--- config.mk ---
export PLATFORM = sky130hd
export DESIGN_NAME = id_ex_control
export DESIGN_NICKNAME = d
export VERILOG_FILES = /design/src/rtl/id_ex_control_pkg.sv /design/src/rtl/id_ex_control_main_decoder.sv /design/src/rtl/id_ex_control.sv
export SDC_FILE = /design/constraint.sdc
export NUM_CORES = 1
export LEC_CHECK = 0
export CAP_MARGIN = 0
export CORE_MARGIN = 5
export CORE_UTILIZATION = 43
export DETAILED_ROUTE_END_ITERATION = 8
export HOLD_SLACK_MARGIN = 0.06
export PLACE_DENSITY = 0.8
export SLEW_MARGIN = 20
export SYNTH_ARGS = -nofsm -noshare
export SYNTH_HDL_FRONTEND = slang
export SYNTH_HIERARCHICAL = 1
export SYNTH_SLANG_ARGS = --single-unit
--- constraint.sdc ---
create_clock -name clk -period 2.85 [get_ports clk]
set_clock_uncertainty 0.05 [all_clocks]
set_input_delay 0.57 -clock clk [delete_from_list [all_inputs] [get_ports clk]]
set_output_delay 0.57 -clock clk [all_outputs]
set_load 0.005 [all_outputs]
--- src/rtl/id_ex_control_pkg.sv ---
// ---------------------------------------------------------------------------
// id_ex_control_pkg
// Shared decode vocabulary for the ID stage and the ALU control decoder:
// opcode constants, ALUop encodings and the packed control bundle that
// travels from the main decoder into the ID/EX pipeline register.
// ---------------------------------------------------------------------------
package id_ex_control_pkg;

   localparam logic [5:0] OPC_RTYPE = 6'b000000;
   localparam logic [5:0] OPC_LW    = 6'b100011;
   localparam logic [5:0] OPC_SW    = 6'b101011;
   localparam logic [5:0] OPC_BEQ   = 6'b000100;
   localparam logic [5:0] OPC_ADDI  = 6'b001000;

   typedef enum logic [1:0] {
      ALUOP_ADD   = 2'b00,
      ALUOP_SUB   = 2'b01,
      ALUOP_FUNCT = 2'b10
   } aluop_e;

   typedef struct packed {
      logic   regdst;
      logic   alusrc;
      logic   memtoreg;
      logic   regwrite;
      logic   memread;
      logic   memwrite;
      logic   branch;
      logic   illegal;
      aluop_e aluop;
   } ctrl_t;

   // All-zero control word: what a bubble carries down the pipe.
   localparam ctrl_t CTRL_BUBBLE = '0;

endpackage

--- src/rtl/id_ex_control_main_decoder.sv ---
// ---------------------------------------------------------------------------
// main_decoder
// Purely combinational opcode decode for the ID stage.
// Ports:
//   opcode : in  [OP_W-1:0]  instruction opcode field
//   ctrl   : out ctrl_t      decoded control bundle (illegal=1 for unknown)
// ---------------------------------------------------------------------------
module main_decoder
   import id_ex_control_pkg::*;
#(
   parameter int OP_W = 6
) (
   input  logic [OP_W-1:0] opcode,
   output ctrl_t           ctrl
);

   always_comb begin
      ctrl = CTRL_BUBBLE;
      case (opcode)
         OP_W'(OPC_RTYPE): begin
            ctrl.regdst   = 1'b1;
            ctrl.regwrite = 1'b1;
            ctrl.aluop    = ALUOP_FUNCT;
         end
         OP_W'(OPC_LW): begin
            ctrl.alusrc   = 1'b1;
            ctrl.memtoreg = 1'b1;
            ctrl.regwrite = 1'b1;
            ctrl.memread  = 1'b1;
            ctrl.aluop    = ALUOP_ADD;
         end
         OP_W'(OPC_SW): begin
            ctrl.alusrc   = 1'b1;
            ctrl.memwrite = 1'b1;
            ctrl.aluop    = ALUOP_ADD;
         end
         OP_W'(OPC_BEQ): begin
            ctrl.branch   = 1'b1;
            ctrl.aluop    = ALUOP_SUB;
         end
         OP_W'(OPC_ADDI): begin
            ctrl.alusrc   = 1'b1;
            ctrl.regwrite = 1'b1;
            ctrl.aluop    = ALUOP_ADD;
         end
         default: begin
            ctrl.illegal  = 1'b1;
         end
      endcase
   end

endmodule

--- src/rtl/id_ex_control.sv ---
// ---------------------------------------------------------------------------
// id_ex_control
// ID-stage control: decodes the IF/ID instruction, detects load-use hazards,
// and registers control plus operand specifiers into the ID/EX stage.
// Ports:
//   clk, reset            : clock, synchronous active-high reset
//   opcode, funct         : in  [OP_W-1:0]  IF/ID instruction fields
//   rs, rt, rd            : in  [REG_W-1:0] IF/ID register specifiers
//   if_id_valid           : in  IF/ID holds a real instruction
//   flush                 : in  taken branch, kill the ID instruction
//   ex_valid .. ex_illegal: out registered ID/EX control bits
//   ex_aluop              : out [1:0] registered ALUop
//   ex_funct, ex_rs/rt/rd : out registered instruction fields
//   stall                 : out combinational freeze of PC and IF/ID
//   stall_cnt             : out [15:0] saturating count of stall cycles
// ---------------------------------------------------------------------------
module id_ex_control
   import id_ex_control_pkg::*;
#(
   parameter int OP_W  = 6,
   parameter int REG_W = 5
) (
   input  logic             clk,
   input  logic             reset,
   input  logic [OP_W-1:0]  opcode,
   input  logic [OP_W-1:0]  funct,
   input  logic [REG_W-1:0] rs,
   input  logic [REG_W-1:0] rt,
   input  logic [REG_W-1:0] rd,
   input  logic             if_id_valid,
   input  logic             flush,
   output logic             ex_valid,
   output logic             ex_regdst,
   output logic             ex_alusrc,
   output logic             ex_memtoreg,
   output logic             ex_regwrite,
   output logic             ex_memread,
   output logic             ex_memwrite,
   output logic             ex_branch,
   output logic             ex_illegal,
   output logic [1:0]       ex_aluop,
   output logic [OP_W-1:0]  ex_funct,
   output logic [REG_W-1:0] ex_rs,
   output logic [REG_W-1:0] ex_rt,
   output logic [REG_W-1:0] ex_rd,
   output logic             stall,
   output logic [15:0]      stall_cnt
);

   function automatic logic [15:0] sat_inc(input logic [15:0] v);
      return (v == 16'hFFFF) ? v : v + 16'd1;
   endfunction

   ctrl_t dec_ctrl;
   ctrl_t ex_ctrl;
   logic  rt_is_src;
   logic  bubble;

   main_decoder #(.OP_W(OP_W)) u_main_decoder (
      .opcode (opcode),
      .ctrl   (dec_ctrl)
   );

   // rt is a source operand only for R-type, sw and beq; for lw/addi it is
   // the destination and cannot create a load-use dependency.
   assign rt_is_src = (opcode == OP_W'(OPC_RTYPE)) ||
                      (opcode == OP_W'(OPC_SW))    ||
                      (opcode == OP_W'(OPC_BEQ));

   // Flush kills the ID instruction, so there is nothing left to stall for.
   assign stall = !flush && if_id_valid && ex_valid && ex_memread &&
                  (ex_rt != '0) &&
                  ((ex_rt == rs) || ((ex_rt == rt) && rt_is_src));

   assign bubble = flush || stall || !if_id_valid;

   // ---- ID -> EX stage boundary ----
   always_ff @(posedge clk) begin
      if (reset || bubble) begin
         ex_valid <= 1'b0;
         ex_ctrl  <= CTRL_BUBBLE;
         ex_funct <= '0;
         ex_rs    <= '0;
         ex_rt    <= '0;
         ex_rd    <= '0;
      end else begin
         ex_valid <= 1'b1;
         ex_ctrl  <= dec_ctrl;
         ex_funct <= funct;
         ex_rs    <= rs;
         ex_rt    <= rt;
         ex_rd    <= rd;
      end
   end

   always_ff @(posedge clk) begin
      if (reset) begin
         stall_cnt <= '0;
      end else if (stall) begin
         stall_cnt <= sat_inc(stall_cnt);
      end
   end

   assign ex_regdst   = ex_ctrl.regdst;
   assign ex_alusrc   = ex_ctrl.alusrc;
   assign ex_memtoreg = ex_ctrl.memtoreg;
   assign ex_regwrite = ex_ctrl.regwrite;
   assign ex_memread  = ex_ctrl.memread;
   assign ex_memwrite = ex_ctrl.memwrite;
   assign ex_branch   = ex_ctrl.branch;
   assign ex_illegal  = ex_ctrl.illegal;
   assign ex_aluop    = ex_ctrl.aluop;

endmodule

==> flow_summary.toml, run 1 <==
[drt]
wl_met3_um = 425
highest_layer = "met4"
met2_length_um = 2300
num_vias = 1877
drc = 0
viasPerCell = 5.38
avgRoutedWirePerCell_um = 13.9
first_pass_iters = 4
initialDrtViolationCount = 119
wl_met1_um = 2040
wirelength_um = 4840
ant_nets = 0

[placement]
place_inst = 342
dpl_cell_area_mm2 = 0.00288
dpl.hpwl_um = 3570
io_buffers = 79
place_ws_ps = -140
place.gp.congestion = 0.809

[clock_tree]
clock_sinks = 48
htree_levels = 2
cts_tree = "yes"
cts_buffer_depth = 2
cts_buffers = 5
clk_latency_ps = 300
clkTransAtPathRegs_ps = 80
cts_root_buf = "clkbuf_8"

[pwr]
intPower_mw = 0.924
switchingPower_mw = 0.262
swShare = 0.221
seqPwrFrac = 0.577
comb_power_share = 0.102
ir_drop_mv = 0.239
power_frac_clock = 0.321
power.density_mw_per_mm2 = 396
p_leak_nw = 1.07

[floorplanning]
die_area_mm2 = 0.00614
row_count = 24
die_h_um = 78.3
pin_count = 80
start_util = 0.452
die_x_um = 78.3
core_area_mm2 = 0.00444

[worst_hold_path]
hold_class = "reg -> reg"
min-delay-start = "stall_cnt[15]"

[synthesis]
synth_warnings = 6
synth_cell_type_count = 42
syn_nets = 240
synthFlopType = "dfxtp_1"
synth_area_per_cell_um2 = 9.65
synthArstFlopShare = 0
ys_seq_area_frac = 0.479
synth_seq_cells = 48
synthCells = 208
netlist_area_mm2 = 0.00201
synth-edff-count = 0

[timing]
min_period_over_period = 0.896
rsz0062_at_grt = "no"
whs_ps = 461
relSlewSlack = 0.692
max_freq_ghz = 0.392
setup_ws_ps = 298
slew_viol_final = 0
worstMarginPinSlew_ps = 458
hold_viol = 0
setup_viol = 0
fin_crit_ps = 2550

[finish]
fillers = 381
drive_above_1_share = 0.0976
stdcell_count = 349
diodes = 0
area_growth_pct = 48.9
multi_input_area_um2 = 982
regArea_um2 = 961
design_area_mm2 = 0.00299
num-nets-final = 329

[critical_path]
crit_start = "if_id_valid"
crit_type = "in -> reg"
critPathLaunchType = "primary input"
crit_arrival_ps = 2730
critPathSlowestCell = "or4_1"
required_ps = 3030
setup.worst_path.end_class = "flip-flop"
worstPathCellList = "clkdlybuf4s50_1 > nor2b_1 > o2111ai_2 > nor4_2 > o21ai_1 > or4_1 > a21oi_1"
max_stage_delay_ps = 500
rr_startpoint = "ex_rt[1]"
crit_path_max_fanout = 6

[global_routing]
grt_pass1_wl_um = 7810
overflow = 0
antenna_found_initial = 0
grt_max_degree = 33
grtUsageTotal = 0.158
grt_pass1_vias = 1648

[job]
drv_cap = 0

[outcome]
status = "finished clean"
[synthesized netlist by cell type, drive strengths merged, types with 7 or more instances]
cell type  instances  area (um2)
o21ai              8        40.0
o31ai              7        52.6
or3                7        43.8
xnor2             10        87.6
and2              31         194
buf                9        76.3
nand2              7        26.3
dfxtp             48         961
a21oi             14        70.1
nor2               9        36.3
nand3              9        45.0
or4                8        60.1
[logic make-up (layout without fill, tap and decap cells)]
logic type                 after synthesis  in the layout  synth area share
DFF                                     48             48             0.479
buffers and inverters                   12            101            0.0442
AOI/OAI and AO/OA                       36             36             0.115
xor gates and xnor gates                11             11            0.0480
adders and majority gates                1              1           0.00623
muxes                                    1              1           0.00498
and+or+nand+nor                         99             99             0.303
[timing repair]
| action | in CTS | in global routing |
|---|---|---|
| pin swaps | 2 | 2 |
| gates cloned | 0 | 0 |
| hold endpoints to repair | 0 | 0 |
| setup buffers | 0 | 0 |
| hold buffers | 0 | 0 |
| resized for setup | 5 | 4 |
| endpoints found under the setup margin | 1 | 1 |
[power groups by stage]
stage          Clock [mW]  Sequential [mW]  Combinational [mW]
2_1_floorplan           0            0.701              0.0405
6_report            0.381            0.684               0.121
4_1_cts             0.389            0.684               0.120
5_1_grt             0.426            0.685               0.130
3_3_place_gp            0            0.700               0.117
3_5_place_dp            0            0.700               0.120
[critical path: cells and delay by family]
kind                   cells  cell delay [ps]
buffers and inverters      1              450
and+or+nand+nor            3             1110
AOI/OAI and AO/OA          3              590
[metrics by stage]
step	TNS (ps)	total power [mW]	util
after floorplan	0	0.741	-
after global placement	-73.4	0.817	0.649
after detailed placement	-249	0.819	0.649
after CTS	0	1.19	0.669
after global routing	0	1.24	0.673
final	0	1.19	0.673
[flip-flops by register name (all words and copies together) (netlist names)]
signal / count
ex_rd: 5
ex_funct: 6
ex_memread: 1
ex_illegal: 1
ex_rt: 5
ex_memtoreg: 1
ex_alusrc: 1
ex_memwrite: 1
ex_branch: 1
ex_rs: 5
stall_cnt: 16
ex_regwrite: 1
ex_valid: 1
ex_aluop: 2
ex_regdst: 1
[metal layers]
layer / track usage / vias to the layer above
met5: 0 / -
met4: 0.0594 / 0
met3: 0.0584 / 9
met2: 0.260 / 73
met1: 0.189 / 866
li1: - / 929
[cell type report]
| cell class | count | area share |
|---|---|---|
| clock buffers | 6 | 0.0243 |
| repair buffers | 93 | 0.301 |
| well taps | 52 | 0.0218 |
| clock inverters | 1 | 0.00167 |
| multi-input cells | 148 | 0.328 |
| flip-flops and latches | 48 | 0.321 |
| inverters | 1 | 0.00126 |
[worst paths after layout]
path	to	slack, ps	depth (start not counted)
hold reg to reg	stall_cnt[15]	460	2
hold / removal	stall_cnt[15]	460	2
setup reg to reg	ex_rt[0]	560	7
setup / recovery	stall_cnt[14]	300	7
[placed cells by master (no fill, tap or decap), drive strengths merged, types with 5 or more instances in the layout]
master	netlist	routed
a21oi	14	14
dfxtp	48	48
o21ai	8	8
clkdlybuf4s50	0	74
nand2	7	7
buf	9	14
nand3	9	9
nand4	5	5
nor2	9	9
or4	8	8
nor4	5	5
clkbuf	2	6
and2	31	31
o31ai	7	7
xnor2	10	10
or3	7	7
Power figures use the tool's default switching activity.
==> run 2, diff against run 1 <==
--- a/config.mk
+++ b/config.mk
@@ -6,7 +6,6 @@
 export NUM_CORES = 1
 export LEC_CHECK = 0
 export CAP_MARGIN = 0
-export CORE_MARGIN = 5
 export CORE_UTILIZATION = 43
 export DETAILED_ROUTE_END_ITERATION = 8
 export HOLD_SLACK_MARGIN = 0.06
==> flow_summary.toml, run 2 (same netlist as run 1, synthesis figures left out) <==
[global_routing]
grt_max_degree = 33
antenna_found_initial = 0
grt_pass1_wl_um = 7780
overflow = 0
grtUsageTotal = 0.196
grt_pass1_vias = 1707

[clock_tree]
ctsResizeCount = 2
cts_buffer_depth = 2
ctsHoldBuffers = 0
clkTransAtPathRegs_ps = 80
clk_latency_ps = 290
cts_setup_buffers = 0
cts_buffers = 5
cts_tree = "yes"
htree_levels = 2
clock_sinks = 48
cts_root_buf = "clkbuf_8"

[timing]
relSlewSlack = 0.744
setup_viol = 0
worstMarginPinSlew_ps = 375
rsz0062_at_grt = "no"
fin_tns_setup_ps = 0
min_period_over_period = 0.912
max_freq_ghz = 0.385
fin_crit_ps = 2600
hold_viol = 0
setup_ws_ps = 250
slew_viol_final = 0

[critical_path]
critPathLaunchType = "primary input"
setup.worst_path.end_class = "output pin"
ff2ff_setup_slack_ps = 560
crit_type = "in -> out"
crit_path_max_fanout = 2
rr_worst_depth = 7
worstReg2RegEnd = "ex_rd[1]"
rr_startpoint = "ex_rt[1]"
required_ps = 2230
crit_arrival_ps = 1980

[drt]
drc = 0
num_vias = 1850
ant_nets = 0
first_pass_iters = 4
initialDrtViolationCount = 107
wirelength_um = 4570
viasPerCell = 5.26
avgRoutedWirePerCell_um = 13.0

[floorplanning]
die_h_um = 70.3
start_util = 0.455
die_area_mm2 = 0.00495
die_x_um = 70.3
pin_count = 80
row_count = 24
core_area_mm2 = 0.00441

[finish]
num-nets-final = 331
largest_register_ffs = 16
area_growth_pct = 50.8
final_common_cell = "clkdlybuf4s50_1"
diodes = 0
reg_top3 = "stall_cnt: 16 flops, ex_funct: 6 flops"
design_area_mm2 = 0.00303
regMostFlops = "stall_cnt"
drive_above_1_share = 0.103
fillers = 364
layout.cells.most_common_list = "clkdlybuf4s50_1, dfxtp_1, and2_1"

[job]
drv_cap = 0

[worst_hold_path]
min-delay-start = "stall_cnt[9]"
hold_class = "reg -> reg"
whs_path_depth = 2
holdPathEnd = "stall_cnt[9]"

[placement]
dpl_cell_area_mm2 = 0.00290
place.gp.congestion = 0.804
dpl.hpwl_um = 3450
place_ws_ps = -91.7
io_buffers = 79

[pwr]
total_power_mw = 1.32
power.density_mw_per_mm2 = 437
p_leak_nw = 1.06
ir_drop_mv = 0.259

[outcome]
status = "finished clean"
==> run 2: changes by cell type in the layout (fill, tap and decap cells not counted) <==
cell	previous run	this run
clkdlybuf4s50_1	74	78
dlymetal6s2s_1	3	0
buf_4	14	16
clkbuf_8	5	7
a21oi_1	13	14
a21oi_2	1	0
bufinv_16	0	1
clkbuf_1	1	0
clkinv_2	1	0
dlygate4sd2_1	2	1
nor4_1	3	4
nor4_4	1	0
==> run 2: how the worst max path moves through the flow <==
stage / cells past startpoint / startpoint / to
floorplan: 6 / if_id_valid / stall_cnt[13]
global placement: 7 / opcode[1] / stall
finish: 7 / rt[3] / stall
global route: 7 / opcode[2] / stall
CTS: 7 / rt[3] / stall
detailed placement: 7 / opcode[1] / stall
==> run 2: power by group <==
group / total, mW / internal [mW] / switching [mW]
registers: 0.684 / 0.679 / 0.00490
logic: 0.119 / 0.0780 / 0.0413
clock network: 0.520 / 0.309 / 0.210
total: 1.32 / 1.07 / 0.256
==> run 2: area by class of cell <==
cell class,instances,area (um2),area share
clock buffers,7,96.3,0.0318
flip-flops and latches,48,961,0.317
clock inverters,1,30.0,0.00991
well taps,52,65.1,0.0215
multi-input cells,148,963,0.318
repair buffers,95,910,0.300
inverters,1,3.75,0.00124
==> run 2: worst max-delay path, cell delays in order <==
cell and delay [ps]:
clkdlybuf4s50_1 490, xnor2_1 130, nand4_1 180, nor3_2 200, nor2_1 50, nor2_1 110
dlygate4sd2_1 250
==> run 2: per-layer routing <==
layer | vias up | wire length, um | GRT usage
met2 | 59 | 2270 | 0.341
met1 | 853 | 1980 | 0.234
met4 | 0 | 60 | 0.0400
li1 | 931 | - | -
met5 | - | 0 | 0
met3 | 7 | 257 | 0.0620
==> run 2: through the flow <==
| stage | hold WS [ps] | std cells | util |
|---|---|---|---|
| 4_1_cts | 456 | 352 | 0.686 |
| 6_report | 459 | 352 | 0.686 |
| 3_5_place_dp | 444 | 344 | 0.657 |
| 5_1_grt | 480 | 352 | 0.686 |
| 3_3_place_gp | 433 | 344 | 0.657 |
| 2_1_floorplan | 426 | 208 | - |
